## src/rtl/multiplier_iter.sv

```systemverilog
// multiplier_iter: iterative shift-add multiplier, one product per WIDTH+2 cycles.
// Operands are converted to magnitudes on acceptance. WIDTH add/shift steps
// build the unsigned product, and the sign is applied when the result is
// written to the output register.
//
// Ports:
//   clk, rst_n          rising-edge clock, asynchronous active-low reset
//   in_valid / in_ready operand handshake (in_ready high only in IDLE)
//   a, b                WIDTH-bit multiplicand / multiplier
//   signed_mode         1 = two's complement operands and result
//   out_valid/out_ready result handshake (out_valid high only in DONE)
//   product             2*WIDTH-bit result register, held until next completion
//   busy                high while CALC or DONE
module multiplier_iter #(
  parameter int unsigned WIDTH = 8
) (
  input  logic                 clk,
  input  logic                 rst_n,
  input  logic                 in_valid,
  output logic                 in_ready,
  input  logic [WIDTH-1:0]     a,
  input  logic [WIDTH-1:0]     b,
  input  logic                 signed_mode,
  output logic                 out_valid,
  input  logic                 out_ready,
  output logic [2*WIDTH-1:0]   product,
  output logic                 busy
);

  localparam int unsigned CW = $clog2(WIDTH) + 1;
  localparam int unsigned PW = 2 * WIDTH;

  typedef enum logic [1:0] {IDLE, CALC, DONE} state_e;

  state_e            state_q, state_d;
  logic [PW-1:0]     mcand_q, mcand_d;
  logic [WIDTH-1:0]  mplier_q, mplier_d;
  logic              sign_q, sign_d;
  logic [PW-1:0]     acc_q, acc_d;
  logic [CW-1:0]     cnt_q, cnt_d;
  logic [PW-1:0]     product_q, product_d;

  logic [WIDTH-1:0]  a_mag, b_mag;
  logic [PW-1:0]     acc_sum;

  // |-2^(W-1)| wraps to 2^(W-1), which is the correct unsigned magnitude.
  assign a_mag = (signed_mode && a[WIDTH-1]) ? -a : a;
  assign b_mag = (signed_mode && b[WIDTH-1]) ? -b : b;

  // The multiplicand shifts left and the multiplier shifts right each step.
  // This keeps the partial-product select at bit 0 with no variable shifter.
  assign acc_sum = acc_q + (mplier_q[0] ? mcand_q : '0);

  always_comb begin
    state_d   = state_q;
    mcand_d   = mcand_q;
    mplier_d  = mplier_q;
    sign_d    = sign_q;
    acc_d     = acc_q;
    cnt_d     = cnt_q;
    product_d = product_q;
    unique case (state_q)
      IDLE: begin
        if (in_valid) begin
          mcand_d  = PW'(a_mag);
          mplier_d = b_mag;
          sign_d   = signed_mode & (a[WIDTH-1] ^ b[WIDTH-1]);
          acc_d    = '0;
          cnt_d    = '0;
          state_d  = CALC;
        end
      end
      CALC: begin
        acc_d    = acc_sum;
        mcand_d  = mcand_q << 1;
        mplier_d = mplier_q >> 1;
        cnt_d    = cnt_q + 1'b1;
        if (cnt_q == CW'(WIDTH - 1)) begin
          product_d = sign_q ? -acc_sum : acc_sum;
          state_d   = DONE;
        end
      end
      DONE: begin
        if (out_ready) state_d = IDLE;
      end
      default: state_d = IDLE;
    endcase
  end

  always_ff @(posedge clk or negedge rst_n) begin
    if (!rst_n) begin
      state_q   <= IDLE;
      mcand_q   <= '0;
      mplier_q  <= '0;
      sign_q    <= 1'b0;
      acc_q     <= '0;
      cnt_q     <= '0;
      product_q <= '0;
    end else begin
      state_q   <= state_d;
      mcand_q   <= mcand_d;
      mplier_q  <= mplier_d;
      sign_q    <= sign_d;
      acc_q     <= acc_d;
      cnt_q     <= cnt_d;
      product_q <= product_d;
    end
  end

  assign in_ready  = (state_q == IDLE);
  assign busy      = (state_q != IDLE);
  assign out_valid = (state_q == DONE);
  assign product   = product_q;

endmodule

```

## config.mk

```make
export PLATFORM = sky130hd
export DESIGN_NAME = multiplier_iter
export DESIGN_NICKNAME = d
export VERILOG_FILES = /design/src/rtl/multiplier_iter.sv
export SDC_FILE = /design/constraint.sdc
export NUM_CORES = 1
export LEC_CHECK = 0
export CAP_MARGIN = 20
export CORE_ASPECT_RATIO = 0.5
export CORE_MARGIN = 2
export CORE_UTILIZATION = 50
export DETAILED_ROUTE_END_ITERATION = 10
export MAX_ROUTING_LAYER = met4
export PLACE_DENSITY = 0.76
export SLEW_MARGIN = 20
export SYNTH_ARGS = -nofsm -noshare
export SYNTH_HDL_FRONTEND = slang
export SYNTH_SLANG_ARGS = --single-unit
```

## constraint.sdc

```tcl
create_clock -name clk -period 9.3 [get_ports clk]
set_clock_uncertainty 0.05 [all_clocks]
set_input_delay 1.395 -clock clk [delete_from_list [all_inputs] [get_ports clk]]
set_output_delay 1.395 -clock clk [all_outputs]
set_load 0.01 [all_outputs]
```

Word level (Yosys, flattened, before mapping). Index checks and enable logic that the tools add are counted.

Flip-flop bits (word level): 63. Input port bits: 21. Output and inout bits: 19. Word-level logic and storage cells: 45.

$add $sub $neg: 5. Equal/unequal tests: 6. Muxes and demuxes: 16. Bitwise logic cells: 2. Reductions and logical operators: 9.

Operators with widths (number): 16-bit 2-to-1 mux (4); 16-bit one-hot mux with 2 select lines (2); 8-bit 2-to-1 mux (3); 16-bit adder (1); 16-bit negation (1); 8-bit negation (2); 8-bit one-hot mux with 2 select lines (1); 4-bit one-hot mux with 2 select lines (1); 2-bit 2-to-1 mux (3); 2-bit one-hot mux with 3 select lines (1); 2-bit AND reduction (3); 4-bit by 1-bit adder with 4-bit output, second input constant (1); 4-bit by 3-bit equality test with 1-bit output, second input constant (1); 4-bit 2-to-1 mux (1); 2-bit inequality test, second input constant (2); 2-bit nonzero test (2); 3-bit AND reduction (1); 2-bit by 1-bit equality test with 1-bit output, second input constant (1); 2-bit equality test, second input constant (1); 1-bit logical AND (2); 2-bit logical NOT (1); 2-bit by 1-bit inequality test with 1-bit output, second input constant (1); 1-bit AND (1); 1-bit XOR (1).

Logic depth before layout (Yosys ltp). Gate-level depths: netlist (run 1).

Word-level depth: 4. Gate-level depth with buffers: 13. Depth with buffers taken out: 12.

Worst setup path after synthesis (run 1). No wires, ideal clock.

Path kind: reg2reg. Start: register mplier_q[0]. End: register product_q[15] (netlist: product[15]). Setup time: 125 ps. Arrival: 3121 ps. Data required time: 9125 ps. Setup slack: 6004 ps. Cell stages (with the launch flop): 14. Buffers on the path: 1. Clock period less this slack: 3296 ps. Cells stage by stage: dfrtp_1 -> clkbuf_1 -> and2_1 -> ha_1 -> fa_1 -> a21o_1 -> a21oi_1 -> xnor2_1 -> nor4b_2 -> nand4_2 -> nor4_2 -> a31oi_1 -> xnor2_1 -> mux2_2.

Word-level cells in the longest chain between the ends: 4.

RTL lines: from (decl) (line 37) `logic [WIDTH-1:0] mplier_q, mplier_d;`; from (signal assigned) (line 102) `mplier_q <= mplier_d;`; 16-bit 2-to-1 mux (*) (line 52) `assign acc_sum = acc_q + (mplier_q[0] ? mcand_q : '0);`; 16-bit adder (*) (line 52); 16-bit negation (line 79) `product_d = sign_q ? -acc_sum : acc_sum;`; 16-bit 2-to-1 mux (*) (line 79); to (signal assigned) (line 106) `product_q <= product_d;`; to (decl) (line 41) `logic [PW-1:0] product_q, product_d;`.

Mark *: on every way between the ends. The rest lies on a longest branch, timed or not. A chain may end at the register's enable or synchronous reset.

Worst setup path in the final report (run 1). Same ends and word-level chain as after synthesis.

==> impl_results.md, run 1 <==
- Cell type with the largest total area after synthesis: dfrtp_1
- Ratio of cells with drive above 1 in the final layout: 7.25%
- Die area: 8680 um2
- Core area: 7490 um2
- Clock transition at the registers of the reported paths: 0.05 ns
- Io pins: 40
- Die Wd: 130 um
- CP arrival: 3.74 ns
- Synth area leaders: dfrtp_1 (40%), o21ai_0 (7.2%), nand2_1 (6.4%)
- GRT Total Usage: 23.1%
- CP endpoint kind: flop
- Status: complete, no violations
- TritonCTS clock tree: built
- WL final: 8720 um
- Max Freq: 0.279 GHz
- CP startpoint kind: flop
- # Max-Cap Violations: 0
- N_diodes: 0
- Largest net degree at the start of global routing: 64
- 1st-pass router iterations: 5
- Cts hold-fix bufs: 0
- Yosys top cell area share: 39.9%
- Static Leakage: 2.14 nW
- Core Rows: 22
- Seq cells post-synth: 63
- Post-Synthesis Cells: 445
- Post-synth EDFFs: 0
- Drt initial violations: 240
- Max FO, Critical Path: 17
- Multi-input gate area: 2250 um2
- Number of H-tree levels: 3
- Vias: 3243
- Max incr delay on CP: 0.50 ns
- Vias in the first global route: 2978
- Unrepaired setup endpoints after global routing: false
- Crit-path slowest cell: dfrtp_1
- Setup total negative slack: 0 ns
- Die height: 66.9 um
- ANT nets after route: 0
- Crit Path Class: flop to flop
- Hold Crit Class: flop to flop
- Peak VDD IR: 0.130 mV
- Worst-path cell chain: and2_1 > ha_1 > fa_1 > a21o_1 > a221oi_1 > nor2_1 > o31ai_1 > a2bb2oi_2 > nor4_2 > a31oi_1 > xnor2_1 > mux2_2
- Slew Limit Fails: 0
- Asr flop ratio synth: 100%
- Post-CTS setup buffer count: 0
- I/O Buffers: 39
- Mapped Area: 3950 um2
- CTS resizes: 0
- GR Overflow Total: 0
- WL per Instance: 14.8 um
- Initial Utilization: 52.8%
- Dpl hpwl: 6210 um
- Clk buf depth: 2
- Final core utilization: 63.6%
- # setup viols final: 0
- PD cells: 354 nW/um2
- Synth Flop Type: dfrtp_1
- Share of the clock period used by the worst path: 38.5%
- Clk_lat worst skew: 0.33 ns
- Tmin final: 3.58 ns
- Initial antenna violation count: 0
- Final nets: 519
- Sink Count: 63
- Warnings from Yosys: 0
- Root buf cell: clkbuf_16
- Hold Slack: 0.426 ns
- Fillers: 660
- Syn Nets: 486
- Hold Violations, Final: 0
- Seq/Total Area, Yosys: 39.9%
- Num CTS Buffers: 9
- First-pass GRT wire length: 14600 um
- Area Growth Syn to Fin: 20.3%
- Gp weighted congestion: 0.894
- Slew margin rel.: 32.3%
- Avg Cell Area, Syn: 8.88 um2
- Distinct cells, synth: 59
- CP required: 9.46 ns
- Slew of the pin with the lowest slew margin: 1.01 ns
- Register Area: 1580 um2
- Vias/cell: 5.49
- Residual DRC: 0
==> report_power, final <==
group	internal (mW)	switching [mW]	total [mW]
registers	0.391	0.0849	0.476
clock network	0.262	0.118	0.380
logic	0.350	0.478	0.828
==> sequential cells by signal, indices dropped and copies added (netlist names) <==
name / flops
acc_q: 16
mcand_q: 16
product: 16
mplier_q: 8
cnt_q: 4
state_q: 2
sign_q: 1
==> metal layers <==
layer,wire (um),part of all wire [%],GRT usage (%),up-vias
met1,4420,51,32.8,1503
li1,-,-,-,1645
met2,3670,42,32.0,86
met4,58,0.67,7.93,0
met3,576,6.6,5.62,9
met5,0,0,-,-
==> placed cells by master, fill, tap and decap left out, types with 4 or more instances in the layout <==
master           count
nand2_1             67
dfrtp_1             63
o21ai_0             57
clkdlybuf4s50_1     38
nand3_1             24
xnor2_1             22
nor2_1              21
ha_1                19
and2_1              16
a21oi_1             16
a22oi_1             13
xor2_1              13
inv_1               11
clkbuf_16            9
nor3_1               6
a21o_1               6
a31oi_1              5
o31ai_1              5
mux2i_1              4
and3_1               4
o21ai_1              4
buf_4                4
==> through the flow <==
| stage | cell area (um2) | power, mW | worst slack (ns) | cells |
|---|---|---|---|---|
| 6_report | 4760 | 1.68 | 5.72 | 591 |
| 5_1_grt | 4760 | 1.82 | 5.49 | 591 |
| 4_1_cts | 4760 | 1.69 | 5.73 | 591 |
| 3_5_place_dp | 4420 | 1.30 | 5.81 | 575 |
| 3_3_place_gp | 4420 | 1.28 | 5.86 | 575 |
| 2_1_floorplan | 3950 | 1.07 | 6.00 | 445 |
==> cell usage after synthesis, drive strengths merged, types with 2 or more instances <==
| cell | number |
|---|---|
| or2 | 2 |
| a2bb2oi | 2 |
| ha | 19 |
| nor2 | 21 |
| o21ai | 61 |
| xor2 | 14 |
| inv | 11 |
| and2 | 17 |
| dfrtp | 63 |
| clkbuf | 18 |
| or3 | 2 |
| nor4 | 2 |
| nand2b | 3 |
| xnor2 | 22 |
| a22oi | 13 |
| o211a | 2 |
| a21oi | 18 |
| a21o | 6 |
| and3 | 4 |
| o31ai | 5 |
| a22o | 3 |
| buf | 3 |
| o21bai | 2 |
| nand2 | 67 |
| nor2b | 4 |
| a31oi | 5 |
| mux2i | 4 |
| nor3 | 7 |
| nand4 | 4 |
| nand3 | 24 |
| o211ai | 2 |
==> worst max-delay path: cells and delay by family (launching register included) <==
family          cells  cell delay [ns]
compound gates      5             1.17
xor+xnor            1             0.18
fa+ha+maj           2             0.61
flops               1             0.50
mux                 1             0.28
simple gates        3             0.67
==> final cells by class <==
class | count | share of cell area [%]
well taps | 108 | 2.84
inverters | 11 | 0.868
flip-flops and latches | 63 | 33.1
clock inverters | 5 | 2.24
repair buffers | 43 | 8.73
clock buffers | 11 | 4.89
multi-input cells | 350 | 47.3
==> kinds of logic after synthesis <==
kind of cell,Yosys count,synth area share [%]
fa+ha+maj,20,6.52
buf+inv,32,3.26
flops,63,39.9
mux,5,1.30
compound gates,127,20.1
simple gates,162,20.5
xor+xnor,36,8.45
==> final timing paths <==
| path | to | cells past startpoint | startpoint | slack, ns |
|---|---|---|---|---|
| min | product[12]$_DFFE_PN0P_ | 2 | product[12]$_DFFE_PN0P_ | 0.43 |
| min reg2reg | product[12]$_DFFE_PN0P_ | 2 | product[12]$_DFFE_PN0P_ | 0.43 |
| min in group asynchronous | mplier_q[6]$_DFFE_PN0P_ | 2 | rst_n | 1.17 |
| max in group asynchronous | product[1]$_DFFE_PN0P_ | 2 | rst_n | 7.51 |
| max | product[15]$_DFFE_PN0P_ | 12 | mplier_q[0]$_DFFE_PN0P_ | 5.72 |
| max reg2reg | product[15]$_DFFE_PN0P_ | 12 | mplier_q[0]$_DFFE_PN0P_ | 5.72 |
No activity file was read; power rests on OpenSTA's default activity.
==> run 2: changes to the inputs <==
==> constraint.sdc (replaced) <==
create_clock -name clk -period 3.55 [get_ports clk]
set_clock_uncertainty 0.05 [all_clocks]
set_input_delay 0.5325 -clock clk [delete_from_list [all_inputs] [get_ports clk]]
set_output_delay 0.5325 -clock clk [all_outputs]
set_load 0.01 [all_outputs]
==> run 2 against run 1 <==
  * Cell count grew 1.2%
  * Maximum frequency increased by 6.9%
  * Utilization up 0.40 points
  * Register-to-register slack lost 5.5 ns
  * Critical path type unchanged
  * Critical endpoint unchanged
  * Largest power group unchanged
==> impl_results.md, run 2 (same netlist as run 1, synthesis figures left out) <==
- Status: complete, no violations
- WL per Instance: 15.3 um (+3.9%)
- Fillers: 669 (+1.4%)
- Post-CTS setup buffer count: 0 (unchanged)
- Sink Count: 63 (unchanged)
- Slew Limit Fails: 0 (unchanged)
- Max Freq: 0.299 GHz (+6.9%)
- Vias: 3377 (+4.1%)
- Worst-path cell chain: and2_1 > ha_1 > fa_1 > a21o_1 > a221oi_1 > nor2_1 > o31ai_2 > a2bb2oi_2 > nor4_4 > a31oi_1 > xnor2_1 > mux2_2
- Most frequent cells in the layout: nand2_1 (67), dfrtp_1 (63), o21ai_0 (57)
- Drt initial violations: 240 (unchanged)
- Die area: 8680 um2 (unchanged)
- ANT nets after route: 0 (unchanged)
- N_diodes: 0 (unchanged)
- Num CTS Buffers: 9 (unchanged)
- Die Wd: 130 um (unchanged)
- Slew margin rel.: 34.6% (+2.3 points)
- I/O Buffers: 39 (unchanged)
- Crit-path slowest cell: fa_1
- WL final: 9170 um (+5.1%)
- Core area: 7490 um2 (unchanged)
- Core Rows: 22 (unchanged)
- CP arrival: 3.51 ns (-0.23 ns)
- Placed inst area: 4470 um2 (+1.2%)
- # setup viols final: 0 (unchanged)
- Hold Violations, Final: 0 (unchanged)
- Slew of the pin with the lowest slew margin: 0.979 ns (-0.0337 ns)
- Vias/cell: 5.65 (+2.9%)
- Buf+Inv Stages, Crit Path: 0 (unchanged)
- Initial antenna violation count: 0 (unchanged)
- Io pins: 40 (unchanged)
- Crit Path Class: flop to flop
- First-pass GRT wire length: 15600 um (+7.0%)
- TritonCTS clock tree: built
- # Max-Cap Violations: 0 (unchanged)
- Vias in the first global route: 3192 (+7.2%)
- Clock share of power: 20.0% (-2.6 points)
- Cell Int Power: 2.57 mW (+160%)
- Static Leakage: 2.15 nW (+0.45%)
- 1st-pass router iterations: 4 (-1)
- CP startpoint kind: flop
- PD cells: 927 nW/um2 (+160%)
- CP required: 3.71 ns (-5.75 ns)
- Final core utilization: 64.0% (+0.40 points)
- Clk_lat worst skew: 0.33 ns (about the same)
- Die height: 66.9 um (unchanged)
- CP delay by family, top: compound AO/OA/AOI/OAI gates
- Number of H-tree levels: 3 (unchanged)
- Comb power frac: 52.0% (+2.8 points)
- Peak VDD IR: 0.364 mV (+180%)
- Share of the clock period used by the worst path: 94.3% (+56 points)
- Hold Crit Class: input port to asynchronous set/reset pin
- Net switching power: 1.87 mW (+170%)
- Largest net degree at the start of global routing: 47 (-27%)
- Initial Utilization: 52.8% (unchanged)
- Max incr delay on CP: 0.43 ns (-0.07 ns)
- Ratio of cells with drive above 1 in the final layout: 8.98% (+1.7 points)
- Clock transition at the registers of the reported paths: 0.05 ns (about the same)
- CP endpoint kind: flop
- Clk buf depth: 2 (unchanged)
- Residual DRC: 0 (unchanged)
- Dpl hpwl: 6560 um (+5.8%)
- Max FO, Critical Path: 4 (-13)
- Commonest non-fill, non-tap cell in the layout: nand2_1
- Area Growth Syn to Fin: 21.1%
- Register share of total power: 27.9% (-0.3 points)
- Root buf cell: clkbuf_16
- Design Area, Final: 4790 um2 (+0.63%)
- Sw Share: 42.0% (+1.6 points)
- Gp weighted congestion: 0.919 (+2.8%)
- Tmin final: 3.35 ns (-0.231 ns)
- Final nets: 526 (+1.3%)
- GRT Total Usage: 24.3% (+1.2 points)
- GR Overflow Total: 0 (unchanged)
-- run 2: layout make-up --
cell class              instances  area (um2)  share of cell area [%]
inverters                      11        41.3                   0.862
clock inverters                 5        57.6                    1.20
flip-flops and latches         63        1580                    32.9
multi-input cells             350        2260                    47.3
clock buffers                  11         243                    5.07
well taps                     108         135                    2.82
repair buffers                 50         470                    9.82
-- run 2: final timing paths --
| check | start | endpoint | slack (ns) | cells after the start |
|---|---|---|---|---|
| min in group clk | product[3]$_DFFE_PN0P_ | product[3]$_DFFE_PN0P_ | 0.42 | 2 |
| setup reg to reg | mcand_q[0]$_DFFE_PN0P_ | product[15]$_DFFE_PN0P_ | 0.20 | 12 |
| setup / recovery | mcand_q[0]$_DFFE_PN0P_ | product[15]$_DFFE_PN0P_ | 0.20 | 12 |
| max in group asynchronous | rst_n | product[14]$_DFFE_PN0P_ | 2.63 | 2 |
| hold / removal | rst_n | mplier_q[7]$_DFFE_PN0P_ | 0.15 | 1 |
| hold reg to reg | product[3]$_DFFE_PN0P_ | product[3]$_DFFE_PN0P_ | 0.42 | 2 |
-- run 2: worst register-to-register path: cells and delay by family, from the launching register on --
family	cells	cell delay, ns
compound gates	5	1.12
xor+xnor	1	0.16
fa+ha+maj	2	0.63
flops	1	0.39
mux	1	0.26
simple gates	3	0.64
-- run 2: layer usage --
layer / wire length (um) / up-vias / global-route usage [%] / part of all wire, %
li1: - / 1666 / - / -
met1: 4730 / 1598 / 34.8 / 52
met2: 3700 / 102 / 34.8 / 40
met3: 643 / 11 / 5.86 / 7.0
met4: 90 / 0 / 5.65 / 0.98
met5: 0 / - / - / 0
-- run 2: timing repair --
item | 4_1_cts | 5_1_grt
hold buffers | 0 | 0
gates resized for setup | 0 | 2
setup endpoints to repair | 0 | 1
-- run 2: per-stage QoR --
| stage | setup WS (ns) | total power, mW | hold WS [ns] | instances | TNS, ns |
|---|---|---|---|---|---|
| after detailed placement | 0.195 | 3.51 | 0.422 | 582 | 0 |
| after global routing | -0.000344 | 4.79 | 0.200 | 598 | -0.000344 |
| after floorplan | 0.254 | 2.79 | 0.187 | 445 | 0 |
| after global placement | 0.238 | 3.46 | 0.412 | 582 | 0 |
| final | 0.202 | 4.44 | 0.150 | 598 | 0 |
| after CTS | 0.167 | 4.42 | 0.374 | 598 | 0 |
-- run 2: power by group through the flow --
| stage | Sequential, mW | Clock [mW] | Combinational (mW) |
|---|---|---|---|
| after floorplan | 1.22 | 0 | 1.58 |
| after global placement | 1.24 | 0 | 2.22 |
| after detailed placement | 1.25 | 0 | 2.27 |
| after CTS | 1.24 | 0.891 | 2.29 |
| after global routing | 1.28 | 0.928 | 2.58 |
| final | 1.24 | 0.890 | 2.31 |
==> run 3: changes to the inputs <==
--- a/config.mk
+++ b/config.mk
@@ -8,11 +8,13 @@
 export CAP_MARGIN = 20
 export CORE_ASPECT_RATIO = 0.5
 export CORE_MARGIN = 2
-export CORE_UTILIZATION = 50
+export CORE_UTILIZATION = 45
+export CTS_CLUSTER_DIAMETER = 50
 export DETAILED_ROUTE_END_ITERATION = 10
 export MAX_ROUTING_LAYER = met4
-export PLACE_DENSITY = 0.76
+export PLACE_DENSITY = 0.7
 export SLEW_MARGIN = 20
 export SYNTH_ARGS = -nofsm -noshare
 export SYNTH_HDL_FRONTEND = slang
 export SYNTH_SLANG_ARGS = --single-unit
+export TNS_END_PERCENT = 5
==> run 3 against run 2 <==
  * Final area increased by 0.52%
  * Cell count grew 1.8%
  * Global-route usage fell by 3.2 points
  * Maximum frequency up 0.89%
  * Power down 1.0%
  * Highest routed layer unchanged
  * Utilization fell by 8.1 points
  * Via count shrank 3.1%
==> impl_results.md, run 3 (same netlist as run 1, synthesis figures left out) <==
- Die height: 70.3 um (+5.1%)
- Crit Path Class: flop to flop
- Static Leakage: 2.18 nW (+1.3%)
- Vias/cell: 5.38 (-4.8%)
- Number of H-tree levels: 3 (unchanged)
- Hold Slack: 0.141 ns (-0.00873 ns)
- Commonest non-fill, non-tap cell in the layout: nand2_1
- Vias: 3274 (-3.1%)
- Status: complete, no violations
- Clock transition at the registers of the reported paths: 0.05 ns (about the same)
- N_diodes: 0 (unchanged)
- Max FO, Critical Path: 4 (unchanged)
- Design Area, Final: 4810 um2 (+0.52%)
- Cts hold-fix bufs: 0 (unchanged)
- CP arrival: 3.48 ns (-0.03 ns)
- Setup total negative slack: 0 ns (unchanged)
- Residual DRC: 0 (unchanged)
- WL per Instance: 14.6 um (-4.9%)
- Largest net degree at the start of global routing: 39 (-17%)
- TritonCTS clock tree: built
- GRT Total Usage: 21.1% (-3.2 points)
- Slew Limit Fails: 0 (unchanged)
- 1st-pass router iterations: 5 (+1)
- DP Worst Slack: 0.140 ns (-0.0549 ns)
- Io pins: 40 (unchanged)
- First-pass GRT wire length: 15400 um (-1.6%)
- Clk buf depth: 2 (unchanged)
- Area Growth Syn to Fin: 21.7%
- Peak VDD IR: 0.297 mV (-18%)
- Initial Utilization: 45.9% (-6.9 points)
- I/O Buffers: 39 (unchanged)
- Drt initial violations: 269 (+12%)
- CP required: 3.71 ns (about the same)
- Max Freq: 0.301 GHz (+0.89%)
- Gp weighted congestion: 0.930 (+1.2%)
- Num CTS Buffers: 9 (unchanged)
- CP startpoint kind: flop
- Sink Count: 63 (unchanged)
- Hold Crit Class: input port to asynchronous set/reset pin
- # setup viols final: 0 (unchanged)
- Post-CTS setup buffer count: 0 (unchanged)
- Fillers: 775 (+16%)
- Core Rows: 24 (+9.1%)
- WL final: 8880 um (-3.1%)
- Initial antenna violation count: 0 (unchanged)
- CP endpoint kind: flop
- Share of the clock period used by the worst path: 93.5% (-0.83 points)
- # Max-Cap Violations: 0 (unchanged)
- PD cells: 913 nW/um2 (-1.6%)
- Slew of the pin with the lowest slew margin: 0.934 ns (-0.0448 ns)
- Total Power: 4.39 mW (-1.0%)
- Die Wd: 137 um (+5.2%)
- Die area: 9600 um2 (+11%)
- Most frequent cells in the layout: nand2_1 (67), dfrtp_1 (63), o21ai_0 (57)
- Tmin final: 3.32 ns (-0.0294 ns)
- Placed inst area: 4500 um2 (+0.59%)
- Final nets: 528 (+0.38%)
- ANT nets after route: 0 (unchanged)
- Ratio of cells with drive above 1 in the final layout: 9.55% (+0.57 points)
- Setup WS post-layout: 0.231 ns (+0.0294 ns)
- Core area: 8620 um2 (+15%)
- Slew margin rel.: 37.6% (+3.0 points)
- GR Overflow Total: 0 (unchanged)
- Hold Violations, Final: 0 (unchanged)
- Clk_lat worst skew: 0.33 ns (about the same)
- Dpl hpwl: 6660 um (+1.5%)
- Unrepaired setup endpoints after global routing: false
- Root buf cell: clkbuf_16
- Vias in the first global route: 3183 (-0.28%)
==> run 3: area by class of cell <==
class                   count  area [um2]  share of cell area (%)
clock buffers              11         253                    5.25
clock inverters             5        56.3                    1.17
inverters                  11        41.3                   0.858
multi-input cells         350        2260                    46.9
flip-flops and latches     63        1580                    32.8
well taps                 117         146                    3.04
repair buffers             52         483                    10.0
==> run 3: final timing paths <==
kind | endpoint | start | cells past startpoint | slack (ns)
min in group clk | product[6]$_DFFE_PN0P_ | product[6]$_DFFE_PN0P_ | 2 | 0.42
hold reg to reg | product[6]$_DFFE_PN0P_ | product[6]$_DFFE_PN0P_ | 2 | 0.42
setup / recovery | product[15]$_DFFE_PN0P_ | mcand_q[0]$_DFFE_PN0P_ | 12 | 0.23
max in group asynchronous | acc_q[13]$_DFFE_PN0P_ | rst_n | 2 | 2.51
hold / removal | mplier_q[7]$_DFFE_PN0P_ | rst_n | 1 | 0.14
setup reg to reg | product[15]$_DFFE_PN0P_ | mcand_q[0]$_DFFE_PN0P_ | 12 | 0.23
==> run 3: report_power, final <==
group          total [mW]  leakage (nW)  switching [mW]  internal [mW]
Combinational        2.27          1.22            1.28          0.990
Sequential           1.23         0.807           0.210           1.02
Clock               0.890         0.152           0.311          0.579
Total                4.39          2.18            1.80           2.59
==> run 3: routing by layer <==
layer,up-vias,global-route usage [%],wire length [um]
met2,85,30.4,3690
met5,-,-,0
met4,0,5.32,87
met3,9,4.94,633
li1,1664,-,-
met1,1516,29.9,4470
==> run 3: through the flow <==
step	util, %	cells
after floorplan	-	445
after global placement	52.2	593
after detailed placement	52.2	593
after CTS	55.8	609
after global routing	55.9	609
final	55.9	609
==> run 3: critical path, stage by stage, from the launching register on <==
cell and delay (ns):
dfrtp_1 0.39, and2_1 0.18, ha_1 0.21, fa_1 0.41
a21o_1 0.21, a21oi_1 0.19, xnor2_1 0.12, nor4b_2 0.41
nand4_2 0.20, nor4_2 0.29, a31oi_1 0.14, xnor2_1 0.15
mux2_2 0.26
==> run 3: what timing repair did <==
action                                  in CTS  in global routing
endpoints found under the hold margin        0                  0
endpoints found under the setup margin       0                  1
gates resized for setup                      0                  1
